**src/rtl/pipe_pkg.sv**
```systemverilog
// Shared encodings for the pipeline hazard controller: FSM states, forward selects, result-source codes.
package pipe_pkg;

    localparam int unsigned REG_W = 5;

    typedef enum logic [1:0] {
        ST_IDLE = 2'd0,
        ST_WAIT = 2'd1,
        ST_ERR  = 2'd2
    } state_e;

    localparam logic [1:0] FWD_RF = 2'b00;
    localparam logic [1:0] FWD_W  = 2'b01;
    localparam logic [1:0] FWD_M  = 2'b10;

    localparam logic [1:0] RESULT_SRC_LOAD = 2'b01;

endpackage

```
**src/rtl/hazard_ctrl_if.sv**
```systemverilog
// Datapath <-> hazard controller signal bundle; master is the controller, slave is the datapath side.
interface hazard_ctrl_if #(parameter int unsigned CNT_W = 32);
    import pipe_pkg::*;

    logic [REG_W-1:0] rs1D, rs2D, rs1E, rs2E, rdE, rdM, rdW;
    logic [1:0]       result_srcE;
    logic             reg_write_enM, reg_write_enW;
    logic             pc_srcE, mem_accessM, dmem_ready;
    logic             dmem_req;
    logic [1:0]       forward_aE, forward_bE;
    logic             stallF, stallD, stallE, stallM;
    logic             flushD, flushE, flushW;
    logic             mem_err;
    logic [CNT_W-1:0] lu_stall_cnt, mem_stall_cnt, flush_cnt;

    modport master (
        input  rs1D, rs2D, rs1E, rs2E, rdE, rdM, rdW, result_srcE,
               reg_write_enM, reg_write_enW, pc_srcE, mem_accessM, dmem_ready,
        output dmem_req, forward_aE, forward_bE, stallF, stallD, stallE, stallM,
               flushD, flushE, flushW, mem_err, lu_stall_cnt, mem_stall_cnt, flush_cnt
    );

    modport slave (
        output rs1D, rs2D, rs1E, rs2E, rdE, rdM, rdW, result_srcE,
               reg_write_enM, reg_write_enW, pc_srcE, mem_accessM, dmem_ready,
        input  dmem_req, forward_aE, forward_bE, stallF, stallD, stallE, stallM,
               flushD, flushE, flushW, mem_err, lu_stall_cnt, mem_stall_cnt, flush_cnt
    );

endinterface

```
**src/rtl/fwd_unit.sv**
```systemverilog
// Operand forwarding select for one E-stage source register; M result beats W result.
module fwd_unit
    import pipe_pkg::*;
(
    input  logic [REG_W-1:0] rs,
    input  logic [REG_W-1:0] rd_m,
    input  logic [REG_W-1:0] rd_w,
    input  logic             we_m,
    input  logic             we_w,
    output logic [1:0]       sel
);

    always_comb begin
        sel = FWD_RF;
        if (we_m && (rd_m != '0) && (rd_m == rs))
            sel = FWD_M;
        else if (we_w && (rd_w != '0) && (rd_w == rs))
            sel = FWD_W;
    end

endmodule

```
**src/rtl/hazard_ctrl.sv**
```systemverilog
// Pipeline stall/flush/forward controller with data-memory wait FSM and timeout error.
// Optional PERF_CNT_EN builds saturating stall/flush cycle counters; otherwise they read 0.
module hazard_ctrl
    import pipe_pkg::*;
#(
    parameter int unsigned MEM_TIMEOUT = 255,
    parameter int unsigned CNT_W       = 32
) (
    input  logic          clk,
    input  logic          reset,
    hazard_ctrl_if.master hz
);

    localparam int unsigned TW = $clog2(MEM_TIMEOUT + 1);

    state_e          state_q, state_d;
    logic [TW-1:0]   cnt_q, cnt_d;
    logic            req, mem_stall, lw_stall;

    fwd_unit u_fwd_a (
        .rs   (hz.rs1E),
        .rd_m (hz.rdM),
        .rd_w (hz.rdW),
        .we_m (hz.reg_write_enM),
        .we_w (hz.reg_write_enW),
        .sel  (hz.forward_aE)
    );

    fwd_unit u_fwd_b (
        .rs   (hz.rs2E),
        .rd_m (hz.rdM),
        .rd_w (hz.rdW),
        .we_m (hz.reg_write_enM),
        .we_w (hz.reg_write_enW),
        .sel  (hz.forward_bE)
    );

    assign lw_stall = (hz.result_srcE == RESULT_SRC_LOAD) && (hz.rdE != '0) &&
                      ((hz.rdE == hz.rs1D) || (hz.rdE == hz.rs2D));

    always_ff @(posedge clk or negedge reset) begin
        if (!reset) begin
            state_q <= ST_IDLE;
            cnt_q   <= '0;
        end else begin
            state_q <= state_d;
            cnt_q   <= cnt_d;
        end
    end

    // A miss in IDLE already stalls; WAIT releases the stall in the cycle ready arrives.
    always_comb begin
        state_d   = state_q;
        cnt_d     = cnt_q;
        req       = 1'b0;
        mem_stall = 1'b0;
        case (state_q)
            ST_IDLE: begin
                req = hz.mem_accessM;
                if (hz.mem_accessM && !hz.dmem_ready) begin
                    mem_stall = 1'b1;
                    state_d   = ST_WAIT;
                    cnt_d     = '0;
                end
            end
            ST_WAIT: begin
                req       = 1'b1;
                mem_stall = !hz.dmem_ready;
                if (hz.dmem_ready)
                    state_d = ST_IDLE;
                else if (cnt_q == TW'(MEM_TIMEOUT - 1))
                    state_d = ST_ERR;
                else
                    cnt_d = cnt_q + TW'(1);
            end
            ST_ERR: begin
                mem_stall = 1'b1;
            end
            default: begin
                state_d = ST_IDLE;
            end
        endcase
    end

    // Everything except forwarding is held low while reset is asserted.
    assign hz.dmem_req = reset & req;
    assign hz.stallF   = reset & (mem_stall | lw_stall);
    assign hz.stallD   = reset & (mem_stall | lw_stall);
    assign hz.stallE   = reset & mem_stall;
    assign hz.stallM   = reset & mem_stall;
    assign hz.flushW   = reset & mem_stall;
    assign hz.flushD   = reset & !mem_stall & hz.pc_srcE;
    assign hz.flushE   = reset & !mem_stall & (lw_stall | hz.pc_srcE);
    assign hz.mem_err  = (state_q == ST_ERR);

`ifdef PERF_CNT_EN
    logic [CNT_W-1:0] lu_q, ms_q, fl_q;

    always_ff @(posedge clk or negedge reset) begin
        if (!reset) begin
            lu_q <= '0;
            ms_q <= '0;
            fl_q <= '0;
        end else begin
            if (lw_stall && !mem_stall && (lu_q != '1))
                lu_q <= lu_q + CNT_W'(1);
            if (mem_stall && (ms_q != '1))
                ms_q <= ms_q + CNT_W'(1);
            if (hz.pc_srcE && !mem_stall && (fl_q != '1))
                fl_q <= fl_q + CNT_W'(1);
        end
    end

    assign hz.lu_stall_cnt  = lu_q;
    assign hz.mem_stall_cnt = ms_q;
    assign hz.flush_cnt     = fl_q;
`else
    assign hz.lu_stall_cnt  = CNT_W'(0);
    assign hz.mem_stall_cnt = CNT_W'(0);
    assign hz.flush_cnt     = CNT_W'(0);
`endif

endmodule
```
**src/flat_wrapper.sv**
```systemverilog
// flat-port wrapper written by rule: the top's interface ports become plain ports
module hazard_ctrl_flat import pipe_pkg::*;
#(
    parameter int unsigned MEM_TIMEOUT = 255,
    parameter int unsigned CNT_W       = 32
)
  (clk, reset, hz_rs1D, hz_rs2D, hz_rs1E, hz_rs2E, hz_rdE, hz_rdM, hz_rdW, hz_result_srcE, hz_reg_write_enM, hz_reg_write_enW, hz_pc_srcE, hz_mem_accessM, hz_dmem_ready, hz_dmem_req, hz_forward_aE, hz_forward_bE, hz_stallF, hz_stallD, hz_stallE, hz_stallM, hz_flushD, hz_flushE, hz_flushW, hz_mem_err, hz_lu_stall_cnt, hz_mem_stall_cnt, hz_flush_cnt);
  hazard_ctrl_if #(.CNT_W(CNT_W)) hz_i ();
  input  logic clk;
  input  logic reset;
  input wire logic [$bits(hz_i.rs1D)-1:0] hz_rs1D;
  input wire logic [$bits(hz_i.rs2D)-1:0] hz_rs2D;
  input wire logic [$bits(hz_i.rs1E)-1:0] hz_rs1E;
  input wire logic [$bits(hz_i.rs2E)-1:0] hz_rs2E;
  input wire logic [$bits(hz_i.rdE)-1:0] hz_rdE;
  input wire logic [$bits(hz_i.rdM)-1:0] hz_rdM;
  input wire logic [$bits(hz_i.rdW)-1:0] hz_rdW;
  input wire logic [$bits(hz_i.result_srcE)-1:0] hz_result_srcE;
  input wire logic [$bits(hz_i.reg_write_enM)-1:0] hz_reg_write_enM;
  input wire logic [$bits(hz_i.reg_write_enW)-1:0] hz_reg_write_enW;
  input wire logic [$bits(hz_i.pc_srcE)-1:0] hz_pc_srcE;
  input wire logic [$bits(hz_i.mem_accessM)-1:0] hz_mem_accessM;
  input wire logic [$bits(hz_i.dmem_ready)-1:0] hz_dmem_ready;
  output wire logic [$bits(hz_i.dmem_req)-1:0] hz_dmem_req;
  output wire logic [$bits(hz_i.forward_aE)-1:0] hz_forward_aE;
  output wire logic [$bits(hz_i.forward_bE)-1:0] hz_forward_bE;
  output wire logic [$bits(hz_i.stallF)-1:0] hz_stallF;
  output wire logic [$bits(hz_i.stallD)-1:0] hz_stallD;
  output wire logic [$bits(hz_i.stallE)-1:0] hz_stallE;
  output wire logic [$bits(hz_i.stallM)-1:0] hz_stallM;
  output wire logic [$bits(hz_i.flushD)-1:0] hz_flushD;
  output wire logic [$bits(hz_i.flushE)-1:0] hz_flushE;
  output wire logic [$bits(hz_i.flushW)-1:0] hz_flushW;
  output wire logic [$bits(hz_i.mem_err)-1:0] hz_mem_err;
  output wire logic [$bits(hz_i.lu_stall_cnt)-1:0] hz_lu_stall_cnt;
  output wire logic [$bits(hz_i.mem_stall_cnt)-1:0] hz_mem_stall_cnt;
  output wire logic [$bits(hz_i.flush_cnt)-1:0] hz_flush_cnt;
  assign hz_i.rs1D = hz_rs1D;
  assign hz_i.rs2D = hz_rs2D;
  assign hz_i.rs1E = hz_rs1E;
  assign hz_i.rs2E = hz_rs2E;
  assign hz_i.rdE = hz_rdE;
  assign hz_i.rdM = hz_rdM;
  assign hz_i.rdW = hz_rdW;
  assign hz_i.result_srcE = hz_result_srcE;
  assign hz_i.reg_write_enM = hz_reg_write_enM;
  assign hz_i.reg_write_enW = hz_reg_write_enW;
  assign hz_i.pc_srcE = hz_pc_srcE;
  assign hz_i.mem_accessM = hz_mem_accessM;
  assign hz_i.dmem_ready = hz_dmem_ready;
  assign hz_dmem_req = hz_i.dmem_req;
  assign hz_forward_aE = hz_i.forward_aE;
  assign hz_forward_bE = hz_i.forward_bE;
  assign hz_stallF = hz_i.stallF;
  assign hz_stallD = hz_i.stallD;
  assign hz_stallE = hz_i.stallE;
  assign hz_stallM = hz_i.stallM;
  assign hz_flushD = hz_i.flushD;
  assign hz_flushE = hz_i.flushE;
  assign hz_flushW = hz_i.flushW;
  assign hz_mem_err = hz_i.mem_err;
  assign hz_lu_stall_cnt = hz_i.lu_stall_cnt;
  assign hz_mem_stall_cnt = hz_i.mem_stall_cnt;
  assign hz_flush_cnt = hz_i.flush_cnt;
  hazard_ctrl #(.MEM_TIMEOUT(MEM_TIMEOUT), .CNT_W(CNT_W)) u_core (.clk(clk), .reset(reset), .hz(hz_i));
endmodule
```
**config.mk**
```make
export PLATFORM = sky130hd
export DESIGN_NAME = hazard_ctrl_flat
export DESIGN_NICKNAME = d
export VERILOG_FILES = /design/src/rtl/pipe_pkg.sv /design/src/rtl/hazard_ctrl_if.sv /design/src/rtl/fwd_unit.sv /design/src/rtl/hazard_ctrl.sv /design/src/flat_wrapper.sv
export SDC_FILE = /design/constraint.sdc
export NUM_CORES = 1
export LEC_CHECK = 0
export ABC_AREA = 1
export BUFFER_PORTS_ARGS = -buffer_cell sky130_fd_sc_hd__buf_2
export CAP_MARGIN = 30
export CORE_ASPECT_RATIO = 2
export CORE_UTILIZATION = 43
export DETAILED_ROUTE_END_ITERATION = 16
export PLACE_DENSITY = 0.88
export SYNTH_ARGS = -nofsm -noshare
export SYNTH_HDL_FRONTEND = slang
export SYNTH_SLANG_ARGS = --single-unit
export TNS_END_PERCENT = 1
```
**constraint.sdc**
```tcl
create_clock -name clk -period 3.6 [get_ports clk]
set_clock_uncertainty 0.05 [all_clocks]
set_input_delay 0.54 -clock clk [delete_from_list [all_inputs] [get_ports clk]]
set_output_delay 0.54 -clock clk [all_outputs]
set_load 0.005 [all_outputs]
```
; Word level (Yosys, flattened, before mapping)
; Index checks and enable logic that the tools add are counted.
[classes]
addsub = 1
multipliers = 0
div = 0
magnitude_cmp = 0
n_eq_ne = 14
n_shift = 0
muxes = 15
bitwise = 9
reduce_logical = 19
[ops]
columns = op, count
row1 = equality test 5 bit, 6
row2 = 2-to-1 mux 8 bit, 3
row3 = case mux 8 bit (2 select lines), 1
row4 = nonzero test 5 bit, 3
row5 = 2-to-1 mux 2 bit, 5
row6 = logical AND 1 bit, 9
row7 = "adder 8 x 1 -> 8 bit, second input constant", 1
row8 = "equality test 8 bit, second input constant", 1
row9 = bitwise AND 1 bit, 6
row10 = case mux 2 bit (3 select lines), 1
row11 = "equality test 2 x 1 -> 1 bit, second input constant", 2
row12 = "!= test 2 bit, second input constant", 2
row13 = AND reduction 4 bit, 1
row14 = 2-to-1 mux 1 bit, 3
row15 = "!= test 3 x 2 -> 1 bit, second input constant", 1
row16 = case mux 1 bit (3 select lines), 1
row17 = AND reduction 3 bit, 1
row18 = "equality test 2 bit, second input constant", 1
row19 = zero test 1 bit, 2
row20 = zero test 2 bit, 1
row21 = "!= test 2 x 1 -> 1 bit, second input constant", 1
row22 = OR 1 bit, 2
row23 = case mux 1 bit (2 select lines), 1
row24 = nonzero test 2 bit, 1
row25 = other kinds (2), 2
[word_totals]
reg_bits = 10
latchBits = 0
ramBits = 0
mem_bits_ro = 0
inputBits = 44
output_inout_bits = 109
word_cells = 60
mem_count = 0

; Depth between registers and ports, before layout
[logic_depth]
ltp_word = 7
ltp_mapped = 9
depth_no_buf = 8

; Cells and area by module
; Synthesis repeated with hierarchy kept, for this count alone.
[hier_totals]
hier_cells = 336
hier_area_um2 = 2023.2
[by_module_without_submodules]
columns = module, instances, cells_each, area_per_inst_um2, seq_area_each_um2
row1 = hazard_ctrl, 1, 236, 1595.3, 250.2
row2 = fwd_unit, 2, 50, 214.0, 0.0

; Worst setup path before layout
; No wires, ideal clock.
[synth_path]
path_kind = input to output
from = input hz_rdE[2]
to = output hz_stallF
arrival_ps = 1139
t_required_ps = 3010
setup_slack_ps = 1871
path_stages = 9
path_buffers = 1
path_cell_list = inv_1 -> nand2_1 -> nand2_1 -> nor2_1 -> nand3_1 -> nand2_1 -> nand3_1 -> nand2_1 -> buf_4
[synth_between]
elab_chain_cells = 5
elab_cells_between_ends = 8
classes_between = 2 x eq/ne / 2 x bitwise / 4 x reduce/logical
[synth_lines]
columns = element, line
row1 = from (decl), flat_wrapper.sv:15  ; input wire logic [$bits(hz_i.rdE)-1:0] hz_rdE;
row2 = equality test 5 bit or nonzero test 5 bit (tied branches), "hazard_ctrl.sv:39, hazard_ctrl.sv:38"
row3 = logical OR 1 bit or logical AND 1 bit (tied branches), "hazard_ctrl.sv:39, hazard_ctrl.sv:38"
row4 = logical AND 1 bit (*), hazard_ctrl.sv:38  ; assign lw_stall = (hz.result_srcE == RESULT_SRC_LOAD) && (hz.rdE != '0) &&
row5 = OR 1 bit (*), --
row6 = bitwise AND 1 bit (*), --
row7 = to (decl), flat_wrapper.sv:27  ; output wire logic [$bits(hz_i.stallF)-1:0] hz_stallF;
; Mark *: on every way between the ends. The rest lies on a longest branch, timed or not.

; Worst setup path in the final report
[layout_path]
from = input hz_rdM[2]
to = output hz_forward_bE[0]
[layout_between]
elab_chain_cells = 4
elab_cells_between_ends = 5
classes_between = 1 x eq/ne / 1 x mux / 3 x reduce/logical
[layout_lines]
columns = element, line
row1 = from (decl), flat_wrapper.sv:16  ; input wire logic [$bits(hz_i.rdM)-1:0] hz_rdM;
row2 = nonzero test 5 bit, fwd_unit.sv:15  ; if (we_m && (rd_m != '0) && (rd_m == rs))
row3 = logical AND 1 bit, fwd_unit.sv:15
row4 = logical AND 1 bit (*), fwd_unit.sv:15
row5 = 2-to-1 mux 2 bit (*), fwd_unit.sv:15
row6 = to (decl), flat_wrapper.sv:26  ; output wire logic [$bits(hz_i.forward_bE)-1:0] hz_forward_bE;
; Marks and branches as above.

==> results.json <==
{
  "status": "completed",
  "yosysUniqueCellTypes": 22,
  "worstPathMaxFanout": 3,
  "period_needed_ps": 2070,
  "grt_pass1_wl_mm": 5.64,
  "p_leak_nw": 1.18,
  "pin_count": 153,
  "clock-sinks": 10,
  "drive_above_1_share_pct": 19.8,
  "gp_congestion": 0.840,
  "drtPass1Iterations": 6,
  "setup_tns_ps": 0,
  "core_um2": 4130,
  "slew_violations": 0,
  "dr_wl_met3_um": 398,
  "synth_common_cells": "buf_4 (99), nand2_1 (58), inv_1 (26)",
  "cts_setup_buffers": 0,
  "syn2layout_area_growth_pct": 0.868,
  "syn_area_um2": 1870,
  "cp.required_ps": 3010,
  "die_y_um": 95.3,
  "synth_edf_count": 0,
  "power_density_nw_per_um2": 195,
  "synth_top_area_cell": "buf_4",
  "yosysWarnings": 0,
  "drcViolationCount": 0,
  "async_flop_share_pct": 100,
  "io_buffers": 56,
  "stdcell_count": 391,
  "ys.flop_type": "dfrtp_1",
  "worstHoldPathType": "in -> async",
  "synth_area_leaders": "buf_4 (40%), dfrtp_1 (13%), nand2_1 (12%), xnor2_1 (7.9%), inv_1 (5.2%)",
  "std_cell_rows": 33,
  "wl_met2_mm": 2.00,
  "root_buffer": "clkbuf_8",
  "place_inst": 386,
  "synthCells": 282,
  "synth_top_area_share_pct": 39.7,
  "ir_drop_mv": 0.192,
  "drtAntennaViolNets": 0,
  "critPathLaunchType": "input pin",
  "cts_buffer_depth": 2,
  "dieWidth_um": 48.7,
  "clk_pin_slew_ps": 50,
  "cts-hold-fix-buffers": 0,
  "seq_area_frac_synth_pct": 13.4,
  "die_area_um2": 4640,
  "endpoint_kind": "output port",
  "track_usage_pct": 15.4,
  "cp.arrival_ps": 1480,
  "wl_per_cell_um": 9.55,
  "grt_antenna_before_repair": 1,
  "wl_met1_mm": 1.16,
  "totalWireLength_mm": 3.73,
  "drt_iter0_markers": 33,
  "cts_max_level": 1,
  "maxCapViolations": 0,
  "fin_crit_sh_pct": 57.5,
  "detail_route.vias_per_cell": 4.07,
  "crit_type": "in -> out",
  "gr-total-overflow": 0,
  "hpwl_mm": 3.24,
  "max_freq_mhz": 483,
  "cts_tree": "yes",
  "clk_latency_ps": 240,
  "setup_violations": 0,
  "yosys.cell_count.top_type": "buf_4",
  "nNetsFinal": 385,
  "cts_made_buffers": 3,
  "grt_pass1_vias": 1376,
  "initial_core_util_pct": 45.4,
  "grt_max_degree": 14,
  "via_count": 1590,
  "cts.repair.resized": 0,
  "synth_area_per_cell_um2": 6.64,
  "synth-seq-cells": 10,
  "finalHoldViolations": 0,
  "rsz0062_at_grt": "false",
  "highest_layer": "met4"
}
## power by group
part	switching (mW)	internal (mW)
combinational	0.0711	0.0436
sequential	0	0.113
clock	0.0456	0.0963
total	0.117	0.253
## metal layers
layer,up-vias,GRT usage [%]
li1,775,-
met1,689,14.1
met2,110,30.1
met3,16,3.35
met4,0,9.31
met5,-,0
## final cells by class
type	instances	area (µm²)
fill	419	2240
clock buffer	4	55.1
sequential	10	250
antenna	1	2.50
timing repair buffer	56	280
tap	52	65.1
inverter	26	97.6
multi-input combinational	242	1140
## per-stage QoR
step	worst slack (ps)	power, mW	util [%]	instance area (µm²)	hold slack, ps
4_1_cts	1570	0.370	45.7	1890	131
3_5_place_dp	1560	0.227	44.4	1830	386
3_3_place_gp	1580	0.224	44.4	1830	380
5_1_grt	1380	0.392	45.8	1890	145
2_1_floorplan	1870	0.256	-	2230	194
6_report	1530	0.369	45.8	1890	129
## critical path, stage by stage
cell and delay, ps:
buf_2 130, xnor2_1 200, nand3_1 100, nor3_1 320
nor2_1 60, buf_2 130
## sequential cells by signal, summed over array words and instances (netlist names)
signal	cells
u_core.state_q	2
u_core.cnt_q	8
## logic make-up after synthesis
group | after synthesis | synth area share, %
xor gates and xnor gates | 25 | 11.7
buffers and inverters | 125 | 44.9
and+or+nand+nor | 110 | 25.4
other | 1 | 0.200
DFF | 10 | 13.4
AOI/OAI and AO/OA | 9 | 3.14
adders and majority gates | 2 | 1.34
## final timing paths
kind / startpoint / end / slack (ps) / cells after the start
worst max-delay path: hz_rdM[2] / hz_forward_bE[0] / 1530 / 6
worst min-delay path: reset / u_core.cnt_q[2] / 130 / 1
worst max register to register: u_core.cnt_q[0] / u_core.cnt_q[4] / 2190 / 8
worst min register to register: u_core.cnt_q[6] / u_core.cnt_q[6] / 480 / 2
max in group asynchronous: reset / u_core.cnt_q[5] / 3150 / 1
min in group clk: u_core.cnt_q[6] / u_core.cnt_q[6] / 480 / 2
## layout by cell type, fill, tap and decap left out, types with 2 or more instances in the layout
master / n
xnor2_1: 17
nor3_1: 4
ha_1: 2
dfrtp_1: 10
clkbuf_8: 4
xor2_1: 8
o21ai_0: 6
inv_1: 26
conb_1: 96
nand3_1: 15
o21ai_1: 2
nand2_2: 2
nor2_1: 24
nand2_1: 58
buf_2: 56
Power figures use the tool's default switching activity.
